File: config.mk
export PLATFORM = sky130hd
export DESIGN_NAME = cmos_pixel_pack
export DESIGN_NICKNAME = d
export VERILOG_FILES = /design/src/rtl/cmos_pixel_pack.sv
export SDC_FILE = /design/constraint.sdc
export NUM_CORES = 1
export LEC_CHECK = 0
export BUFFER_PORTS_ARGS = -buffer_cell sky130_fd_sc_hd__buf_2
export CAP_MARGIN = 40
export CORE_MARGIN = 2
export CORE_UTILIZATION = 55
export CTS_CLUSTER_DIAMETER = 60
export CTS_CLUSTER_SIZE = 30
export DETAILED_ROUTE_END_ITERATION = 12
export PLACE_DENSITY = 0.79
export RECOVER_POWER = 50
export SYNTH_ARGS = -nofsm -noshare
export SYNTH_HDL_FRONTEND = slang
export SYNTH_SLANG_ARGS = --single-unit
File: constraint.sdc
create_clock -name pclk -period 4.8 [get_ports pclk]
set_input_delay 1.44 -clock pclk [delete_from_list [all_inputs] [get_ports pclk]]
set_output_delay 1.44 -clock pclk [all_outputs]
set_load 0.03 [all_outputs]
File: src/rtl/cmos_pixel_pack.sv
// Packs the byte stream of a parallel CMOS sensor into whole pixels and crops
// them to a fixed window, after skipping a number of start-up frames.
module cmos_pixel_pack #(
  parameter int unsigned BPP         = 2,
  parameter int unsigned CNT_W       = 12,
  parameter int unsigned SKIP_FRAMES = 2,
  parameter int unsigned X0          = 0,
  parameter int unsigned Y0          = 0,
  parameter int unsigned W           = 480,
  parameter int unsigned H           = 272,
  parameter bit          VS_POL      = 1'b1,
  parameter bit          SWAP_RB     = 1'b0
) (
  input  logic                 pclk,
  input  logic                 rst,
  input  logic                 vsync_i,
  input  logic                 de_i,
  input  logic [7:0]           pdata_i,
  output logic [8*BPP-1:0]     pix_o,
  output logic                 pix_de_o,
  output logic                 sof_o,
  output logic                 eol_o,
  output logic [CNT_W-1:0]     x_o,
  output logic [CNT_W-1:0]     y_o,
  output logic                 line_err_o
);

  localparam int unsigned PW = 8 * BPP;
  localparam int unsigned XW = CNT_W + 1;
  localparam logic [XW-1:0] X_LO   = XW'(X0);
  localparam logic [XW-1:0] X_HI   = XW'(X0 + W);
  localparam logic [XW-1:0] X_LAST = XW'(X0 + W - 1);
  localparam logic [XW-1:0] Y_LO   = XW'(Y0);
  localparam logic [XW-1:0] Y_HI   = XW'(Y0 + H);
  localparam logic [1:0]    PH_LAST = 2'(BPP - 1);
  localparam logic [3:0]    SKIP_N  = 4'(SKIP_FRAMES);

  typedef enum logic [1:0] {WAIT_VS, SKIP, RUN} state_t;

  state_t            state;
  logic              vs_r, vs_q, de_r, de_q;
  logic [7:0]        d_r;
  logic [1:0]        ph;
  logic [CNT_W-1:0]  x, y;
  logic [3:0]        skip_cnt;
  logic              line_pix;
  logic              abort;
  logic [PW-1:0]     acc;

  logic              vs_edge, line_start, line_end, byte_ok, done, in_win;
  logic [1:0]        ph_eff;
  logic [CNT_W-1:0]  x_eff, x_inc;
  logic [PW-1:0]     pix_raw, pix_sel;

  assign vs_edge    = (vs_r == VS_POL) && (vs_q != VS_POL);
  assign line_start = de_r && !de_q;
  assign line_end   = !de_r && de_q;
  assign ph_eff     = line_start ? 2'd0 : ph;
  assign x_eff      = line_start ? '0 : x;
  assign x_inc      = (x_eff == '1) ? x_eff : x_eff + CNT_W'(1);
  // A vsync edge wins over any byte; an aborted line ignores bytes until its end.
  assign byte_ok    = de_r && !vs_edge && !(abort && !line_start);
  assign done       = byte_ok && (ph_eff == PH_LAST);
  assign pix_raw    = PW'({acc, d_r});
  assign in_win     = ({1'b0, x_eff} >= X_LO) && ({1'b0, x_eff} < X_HI) &&
                      ({1'b0, y} >= Y_LO) && ({1'b0, y} < Y_HI);

  generate
    if (SWAP_RB && BPP == 2) begin : g_swap
      assign pix_sel = {pix_raw[4:0], pix_raw[10:5], pix_raw[15:11]};
    end else begin : g_noswap
      assign pix_sel = pix_raw;
    end
  endgenerate

  always_ff @(posedge pclk) begin
    if (rst) begin
      state      <= WAIT_VS;
      vs_r       <= 1'b0;
      vs_q       <= 1'b0;
      de_r       <= 1'b0;
      de_q       <= 1'b0;
      d_r        <= '0;
      ph         <= '0;
      x          <= '0;
      y          <= '0;
      skip_cnt   <= '0;
      line_pix   <= 1'b0;
      abort      <= 1'b0;
      acc        <= '0;
      pix_o      <= '0;
      pix_de_o   <= 1'b0;
      sof_o      <= 1'b0;
      eol_o      <= 1'b0;
      x_o        <= '0;
      y_o        <= '0;
      line_err_o <= 1'b0;
    end else begin
      vs_r       <= vsync_i;
      vs_q       <= vs_r;
      de_r       <= de_i;
      de_q       <= de_r;
      d_r        <= pdata_i;
      pix_de_o   <= 1'b0;
      sof_o      <= 1'b0;
      eol_o      <= 1'b0;
      line_err_o <= 1'b0;

      if (vs_edge) begin
        ph       <= '0;
        x        <= '0;
        y        <= '0;
        line_pix <= 1'b0;
        abort    <= de_r;
        // Frame-skip sequencing advances only on vsync edges.
        case (state)
          WAIT_VS: begin
            skip_cnt <= '0;
            state    <= (SKIP_N == 4'd0) ? RUN : SKIP;
          end
          SKIP: begin
            skip_cnt <= skip_cnt + 4'd1;
            if (skip_cnt + 4'd1 == SKIP_N) state <= RUN;
          end
          default: state <= RUN;
        endcase
      end else if (line_end) begin
        ph    <= '0;
        abort <= 1'b0;
        if (ph != 2'd0 && !abort && state == RUN) line_err_o <= 1'b1;
        if (line_pix && !abort && y != '1) y <= y + CNT_W'(1);
      end else if (byte_ok) begin
        acc   <= pix_raw;
        abort <= 1'b0;
        if (done) begin
          ph       <= '0;
          x        <= x_inc;
          line_pix <= 1'b1;
          pix_o    <= pix_sel;
          x_o      <= x_eff;
          y_o      <= y;
          if (state == RUN && in_win) begin
            pix_de_o <= 1'b1;
            sof_o    <= ({1'b0, x_eff} == X_LO) && ({1'b0, y} == Y_LO);
            eol_o    <= ({1'b0, x_eff} == X_LAST);
          end
        end else begin
          ph       <= ph_eff + 2'd1;
          x        <= x_eff;
          if (line_start) line_pix <= 1'b0;
        end
      end
    end
  end

endmodule

==> results of run 1 <==
-- worst max-delay path: stages (launching register included) --
cell and delay [ns]:
sky130_fd_sc_hd__dfxtp_1 0.49, sky130_fd_sc_hd__nand2b_1 0.68, sky130_fd_sc_hd__and2_1 0.25, sky130_fd_sc_hd__ha_1 0.32, sky130_fd_sc_hd__and4_1 0.65, sky130_fd_sc_hd__buf_4 0.40, sky130_fd_sc_hd__nand3_1 0.13, sky130_fd_sc_hd__a21oi_1 0.18
-- cells in the mapped netlist, types with 2 or more instances --
cell	instances	area (um2)
sky130_fd_sc_hd__a211o_1	2	17.5
sky130_fd_sc_hd__a21oi_1	66	330
sky130_fd_sc_hd__ha_1	7	87.6
sky130_fd_sc_hd__o21ai_0	11	55.1
sky130_fd_sc_hd__nand4_1	8	50.1
sky130_fd_sc_hd__nor2b_1	14	87.6
sky130_fd_sc_hd__and4_1	2	17.5
sky130_fd_sc_hd__a21o_1	2	15.0
sky130_fd_sc_hd__a211oi_1	5	37.5
sky130_fd_sc_hd__nand3_1	22	110
sky130_fd_sc_hd__o2111ai_1	2	17.5
sky130_fd_sc_hd__clkbuf_1	24	90.1
sky130_fd_sc_hd__nand2_1	113	424
sky130_fd_sc_hd__dfxtp_1	98	1960
sky130_fd_sc_hd__and3_1	8	50.1
sky130_fd_sc_hd__inv_1	12	45.0
sky130_fd_sc_hd__and2_1	3	18.8
sky130_fd_sc_hd__nand2b_1	4	25.0
sky130_fd_sc_hd__or4_1	4	30.0
sky130_fd_sc_hd__or3_1	4	25.0
sky130_fd_sc_hd__nor3_1	14	70.1
sky130_fd_sc_hd__nor4_1	4	25.0
sky130_fd_sc_hd__buf_2	4	20.0
sky130_fd_sc_hd__xor2_1	5	43.8
sky130_fd_sc_hd__and4bb_2	2	25.0
sky130_fd_sc_hd__nor3b_1	2	15.0
sky130_fd_sc_hd__nor2_1	28	105
sky130_fd_sc_hd__xnor2_1	10	87.6
sky130_fd_sc_hd__a31oi_1	2	12.5
-- registers in the layout (all words and copies together) (netlist names), 4 cells and up --
| name | cells |
|---|---|
| skip_cnt | 4 |
| pix_o | 16 |
| x | 12 |
| y_o | 12 |
| y | 12 |
| acc | 8 |
| x_o | 12 |
| d_r | 8 |
-- layout make-up --
type	count	area, um2	share of cell area [%]
Multi-Input combinational cell	359	1920	42.7
Tap cell	99	124	2.75
Timing Repair Buffer	59	264	5.87
Sequential cell	98	1960	43.6
Clock buffer	10	138	3.06
Clock inverter	6	47.5	1.06
Inverter	12	45.0	1.00
-- cells by family (layout without fill, tap and decap cells) --
logic type,Yosys count,count (layout)
flip-flops,98,98
AND/OR/NAND/NOR,236,236
buffers and inverters,41,87
XOR/XNOR,15,15
adder cells (fa/ha/maj),7,7
multiplexers,1,1
AO/OA/AOI/OAI,100,100
-- power breakdown --
part	switching, uW	leakage, uW	internal [uW]
registers	9.61	0.000793	822
logic	40.7	0.000705	17.4
clock network	286	0.0000937	208
total	336	0.00159	1050
-- per-layer routing --
| layer | up-vias | wire [um] |
|---|---|---|
| met5 | - | 0 |
| met4 | 0 | 155 |
| met3 | 16 | 349 |
| met2 | 88 | 4170 |
| met1 | 1693 | 4050 |
| li1 | 1784 | - |
-- metrics by stage --
step | std cells | utilization, % | power [uW] | hold WS, ns
after global routing | 643 | 62.7 | 1440 | 0.474
after floorplan | 498 | - | 892 | 0.432
after detailed placement | 627 | 60.7 | 909 | 0.443
after CTS | 643 | 63.3 | 1400 | 0.455
after global placement | 627 | 60.7 | 907 | 0.438
final | 643 | 62.7 | 1380 | 0.456
-- path summary, 6_finish.rpt --
| path | startpoint | to | slack, ns | cells after the start |
|---|---|---|---|---|
| hold / removal | pix_o[10] | pix_o[10] | 0.46 | 2 |
| hold reg to reg | pix_o[10] | pix_o[10] | 0.46 | 2 |
| setup reg to reg | de_q | x_o[4] | 1.59 | 7 |
| setup / recovery | de_q | x_o[4] | 1.59 | 7 |
==> results.sh, run 1 <==
export IMPL_critPathRequiredTime_ns=5.09
export IMPL_cts_hold_buffers_added=0
export IMPL_most_frequent_standard_cell_in_the_layout_excluding_fill_and_tap_cells="sky130_fd_sc_hd__nand2_1"
export IMPL_post_synth_edffs=0
export IMPL_worstMarginPinSlew_ns=0.855
export IMPL_endpoint_kind="flop"
export IMPL_net_count_after_synthesis=517
export IMPL_cap_viol_max_count=0
export IMPL_clock_sink_count=98
export IMPL_postCtsResizedCells=0
export IMPL_setup_violations=0
export IMPL_vias_in_the_first_global_route=3243
export IMPL_timing_clock_skew_ns=0.0114
export IMPL_io_pins=56
export IMPL_power_per_cell_area_nw_per_um2=308
export IMPL_yosys_area_share_xor_xnor_pct=3.25
export IMPL_layout_worst_path_cycle_share_pct=66.9
export IMPL_wl_per_cell_um=13.6
export IMPL_final_net_count=558
export IMPL_post_route_drc_count=0
export IMPL_drive_above_1_share_pct=9.01
export IMPL_areaGrowthSynthToFinish_pct=11.4
export IMPL_synthSimpleGateAreaFrac_pct=27.6
export IMPL_design_core_area_um2=7180
export IMPL_dpl_worst_slack_ns=1.67
export IMPL_sequential_element_share_of_the_synthesized_area_pct=48.5
export IMPL_cts_inserted_buffers=9
export IMPL_synthesized_area_fraction_occupied_by_ao_oa_aoi_and_oai_cells_pct=14.2
export IMPL_critical_path_startpoint_type="flop"
export IMPL_place_port_buffers=55
export IMPL_grt_met2_usage_pct=35.6
export IMPL_synth_mux_area_fraction_pct=0.248
export IMPL_groute_usage_overall_pct=22.2
export IMPL_route_antenna_remaining_nets=0
export IMPL_totalWireLength_mm=8.73
export IMPL_top_ff_cell_synth="sky130_fd_sc_hd__dfxtp_1"
export IMPL_dieHeight_um=89.7
export IMPL_synth_fa_ha_area_share_pct=2.17
export IMPL_tritoncts="yes"
export IMPL_cts_root_buf="sky130_fd_sc_hd__clkbuf_8"
export IMPL_antennaDiodeCount=0
export IMPL_use_met1_pct=30.5
export IMPL_outcome="completed"
export IMPL_slew_headroom_pct=43.0
export IMPL_synth_area_um2=4040
export IMPL_rsz0062_at_grt="no"
export IMPL_layout_setup_ws_ns=1.59
export IMPL_power_leakage_uw=0.00159
export IMPL_global_route_usage_met3_pct=3.10
export IMPL_clk_path_buf_depth=2
export IMPL_grt_ovfl_total=0
export IMPL_async_reset_ff_share_pct=0
export IMPL_grt_max_degree=70
export IMPL_worst_voltage_drop_across_the_vdd_grid_mv=0.243
export IMPL_crit_type="reg -> reg"
export IMPL_most_common_layout_cells="sky130_fd_sc_hd__nand2_1 (113), sky130_fd_sc_hd__dfxtp_1 (98), sky130_fd_sc_hd__a21oi_1 (66)"
export IMPL_final_period_minus_worst_setup_slack_ns=3.21
export IMPL_placement_rows=31
export IMPL_path_max_fanout=29
export IMPL_finalWeightedCongestion=0.832
export IMPL_number_of_register_bits_inferred_by_synthesis=98
export IMPL_grt_antenna_before_repair=0
export IMPL_yosysWarnings=0
export IMPL_viasPerCell=5.57
export IMPL_fillerInstances=615
export IMPL_worst_hold_path_type="reg -> reg"
export IMPL_floorplan_initialDensity_pct=56.3
export IMPL_clock_pin_slew_on_the_worst_setup_and_hold_paths_ns=0.10
export IMPL_main_combinational_cell_family_by_area_after_synthesis="simple AND/OR/NAND/NOR gates"
export IMPL_cp_arrival_ns=3.50
export IMPL_post_synth_cell_area_avg_um2=8.12
export IMPL_clock_insertion_delay_worst_skew_ns=0.36
export IMPL_die_x_um=89.7
export IMPL_hold_viol_final=0
export IMPL_grt_busiest_layer="met2"
export IMPL_detailedRoute_firstIterationViolations=240
export IMPL_grt_first_pass_wirelength_mm=15.0
export IMPL_netlist_cell_type_count=45
export IMPL_design_die_area_um2=8050
export IMPL_fin_tns_setup_ns=0
export IMPL_place_detailed_hpwl_mm=5.93
export IMPL_stdcell_area_um2=4500
export IMPL_vias=3581
export IMPL_cts_post_setup_buffers_inserted=0
export IMPL_maxSlewViolCount=0
export IMPL_drt_first_pass_iters=5
export IMPL_placed_area_um2=4360
export IMPL_syn_inst=498
export IMPL_h_tree_depth=3
export IMPL_achievable_freq_ghz=0.311
Note: power is estimated with default switching activity, not from simulation.
==> run 2: changes to the inputs <==
- CORE_UTILIZATION: 55 -> 51
- PLACE_DENSITY: 0.79 -> 0.77
- clock period: 4.8 -> 2.6 ns (I/O delays scaled with it)
==> results.sh, run 2 (synthesis gave the netlist of run 1 again) <==
export IMPL_outcome="completed"
export IMPL_drt_first_pass_iters=5
export IMPL_worstMarginPinSlew_ns=1.06
export IMPL_path_max_fanout=15
export IMPL_crit_path_cell_trace="clkbuf_1, nand2b_1, clkbuf_1, nor3_1"
export IMPL_die_x_um=93.0
export IMPL_cts_root_buf="sky130_fd_sc_hd__clkbuf_8"
export IMPL_areaGrowthSynthToFinish_pct=12.1
export IMPL_timing_critical_path_mode_cell="sky130_fd_sc_hd__clkbuf_1"
export IMPL_floorplan_initialDensity_pct=52.6
export IMPL_place_port_buffers=55
export IMPL_place_detailed_hpwl_mm=6.19
export IMPL_hold_viol_final=0
export IMPL_drive_above_1_share_pct=6.92
export IMPL_stdcell_area_um2=4530
export IMPL_antennaDiodeCount=0
export IMPL_power_frac_comb_pct=4.3
export IMPL_clock_group_share_of_total_power_pct=37.2
export IMPL_cp_arrival_ns=2.51
export IMPL_io_pins=56
export IMPL_critical_path_startpoint_type="primary input"
export IMPL_totalWireLength_mm=9.05
export IMPL_maxSlewViolCount=0
export IMPL_detailedRoute_firstIterationViolations=228
export IMPL_critPathRequiredTime_ns=2.82
export IMPL_dieHeight_um=93.0
export IMPL_finalWeightedCongestion=0.871
export IMPL_largest_register="pix_o"
export IMPL_power_per_cell_area_nw_per_um2=579
export IMPL_netSwitchingPower_uw=618
export IMPL_grt_first_pass_wirelength_mm=15.1
export IMPL_groute_usage_overall_pct=21.7
export IMPL_worst_hold_path_type="reg -> reg"
export IMPL_viasPerCell=5.45
export IMPL_fillerInstances=767
export IMPL_slew_headroom_pct=29.1
export IMPL_grt_antenna_before_repair=0
export IMPL_grt_ovfl_total=0
export IMPL_wl_per_cell_um=13.9
export IMPL_h_tree_depth=3
export IMPL_final_period_minus_worst_setup_slack_ns=2.29
export IMPL_slowest_delay_ns=0.55
export IMPL_cts_inserted_buffers=9
export IMPL_placed_instance_count=635
export IMPL_endpoint_kind="flop"
export IMPL_clk_path_buf_depth=2
export IMPL_placed_area_um2=4400
export IMPL_crit_type="in -> reg"
export IMPL_layout_setup_ws_ns=0.315
export IMPL_worst_voltage_drop_across_the_vdd_grid_mv=0.345
export IMPL_power_leakage_uw=0.00155
export IMPL_rsz0062_at_grt="no"
export IMPL_final_instance_count_excl_fill=651
export IMPL_clock_sink_count=98
export IMPL_power_sequential_fraction_pct=58.5
export IMPL_vias=3547
export IMPL_design_core_area_um2=7690
export IMPL_route_antenna_remaining_nets=0
export IMPL_vias_in_the_first_global_route=3269
export IMPL_design_die_area_um2=8650
export IMPL_dpl_worst_slack_ns=0.272
export IMPL_achievable_freq_ghz=0.438
export IMPL_grt_max_degree=57
export IMPL_post_route_drc_count=0
export IMPL_setup_violations=0
export IMPL_power_switching_share_pct=23.5
export IMPL_clock_insertion_delay_worst_skew_ns=0.36
export IMPL_final_net_count=563
export IMPL_placement_rows=32
export IMPL_internal_uw=2010
export IMPL_most_common_layout_cells="sky130_fd_sc_hd__nand2_1 (113), sky130_fd_sc_hd__dfxtp_1 (97), sky130_fd_sc_hd__a21oi_1 (66)"
export IMPL_timing_clock_skew_ns=0.0102
export IMPL_critical_path_slowest_cell="sky130_fd_sc_hd__clkbuf_1"
export IMPL_most_frequent_standard_cell_in_the_layout_excluding_fill_and_tap_cells="sky130_fd_sc_hd__nand2_1"
export IMPL_largest_register_ffs=16
export IMPL_fin_tns_setup_ns=0
export IMPL_tritoncts="yes"
export IMPL_clock_pin_slew_on_the_worst_setup_and_hold_paths_ns=0.09
export IMPL_layout_worst_path_cycle_share_pct=87.9
export IMPL_cap_viol_max_count=0
## run 2: worst paths after layout
path          start        to  slack [ns]  cells after the start
max             rst      y[4]        0.31                      4
min          acc[1]  pix_o[9]        0.45                      2
max reg2reg    de_q      x[5]        0.35                      8
min reg2reg  acc[1]  pix_o[9]        0.45                      2
## run 2: per-layer routing
layer | track usage, % | vias up | routed length, um
met2 | 36.0 | 78 | 4360
met1 | 28.5 | 1673 | 4240
met5 | 0 | - | 0
li1 | - | 1789 | -
met3 | 3.63 | 7 | 355
met4 | 7.72 | 0 | 93
## run 2: critical path: cells and delay by family
family / cells / cell delay, ns
buf+inv: 2 / 1.06
simple gates: 2 / 0.66
## run 2: area by class of cell
cell class	instances	area (um2)	area share [%]
sequential	98	1960	43.3
multi-input combinational	359	1920	42.4
timing repair buffer	64	280	6.19
clock buffer	11	131	2.90
tap	102	128	2.82
clock inverter	5	62.6	1.38
inverter	12	45.0	0.994
## run 2: per-stage QoR
step,total power [uW],util [%],hold slack (ns)
after CTS,2650,59.7,0.456
after global placement,1680,57.2,0.437
after floorplan,1650,-,0.432
final,2620,58.9,0.454
after global routing,2720,58.9,0.471
after detailed placement,1680,57.2,0.442
## run 2: what timing repair did
action | CTS | global route
endpoints found under the setup margin | 0 | 2
hold buffers | 0 | 0
setup buffers | 0 | 0
resized for setup | 0 | 1
## run 2: power by group through the flow
stage / clock [uW] / sequential [uW] / combinational, uW
after CTS: 1000 / 1530 / 114
after global placement: 0 / 1570 / 111
after floorplan: 0 / 1570 / 81.6
after global routing: 1050 / 1540 / 127
final: 977 / 1530 / 113
after detailed placement: 0 / 1570 / 113
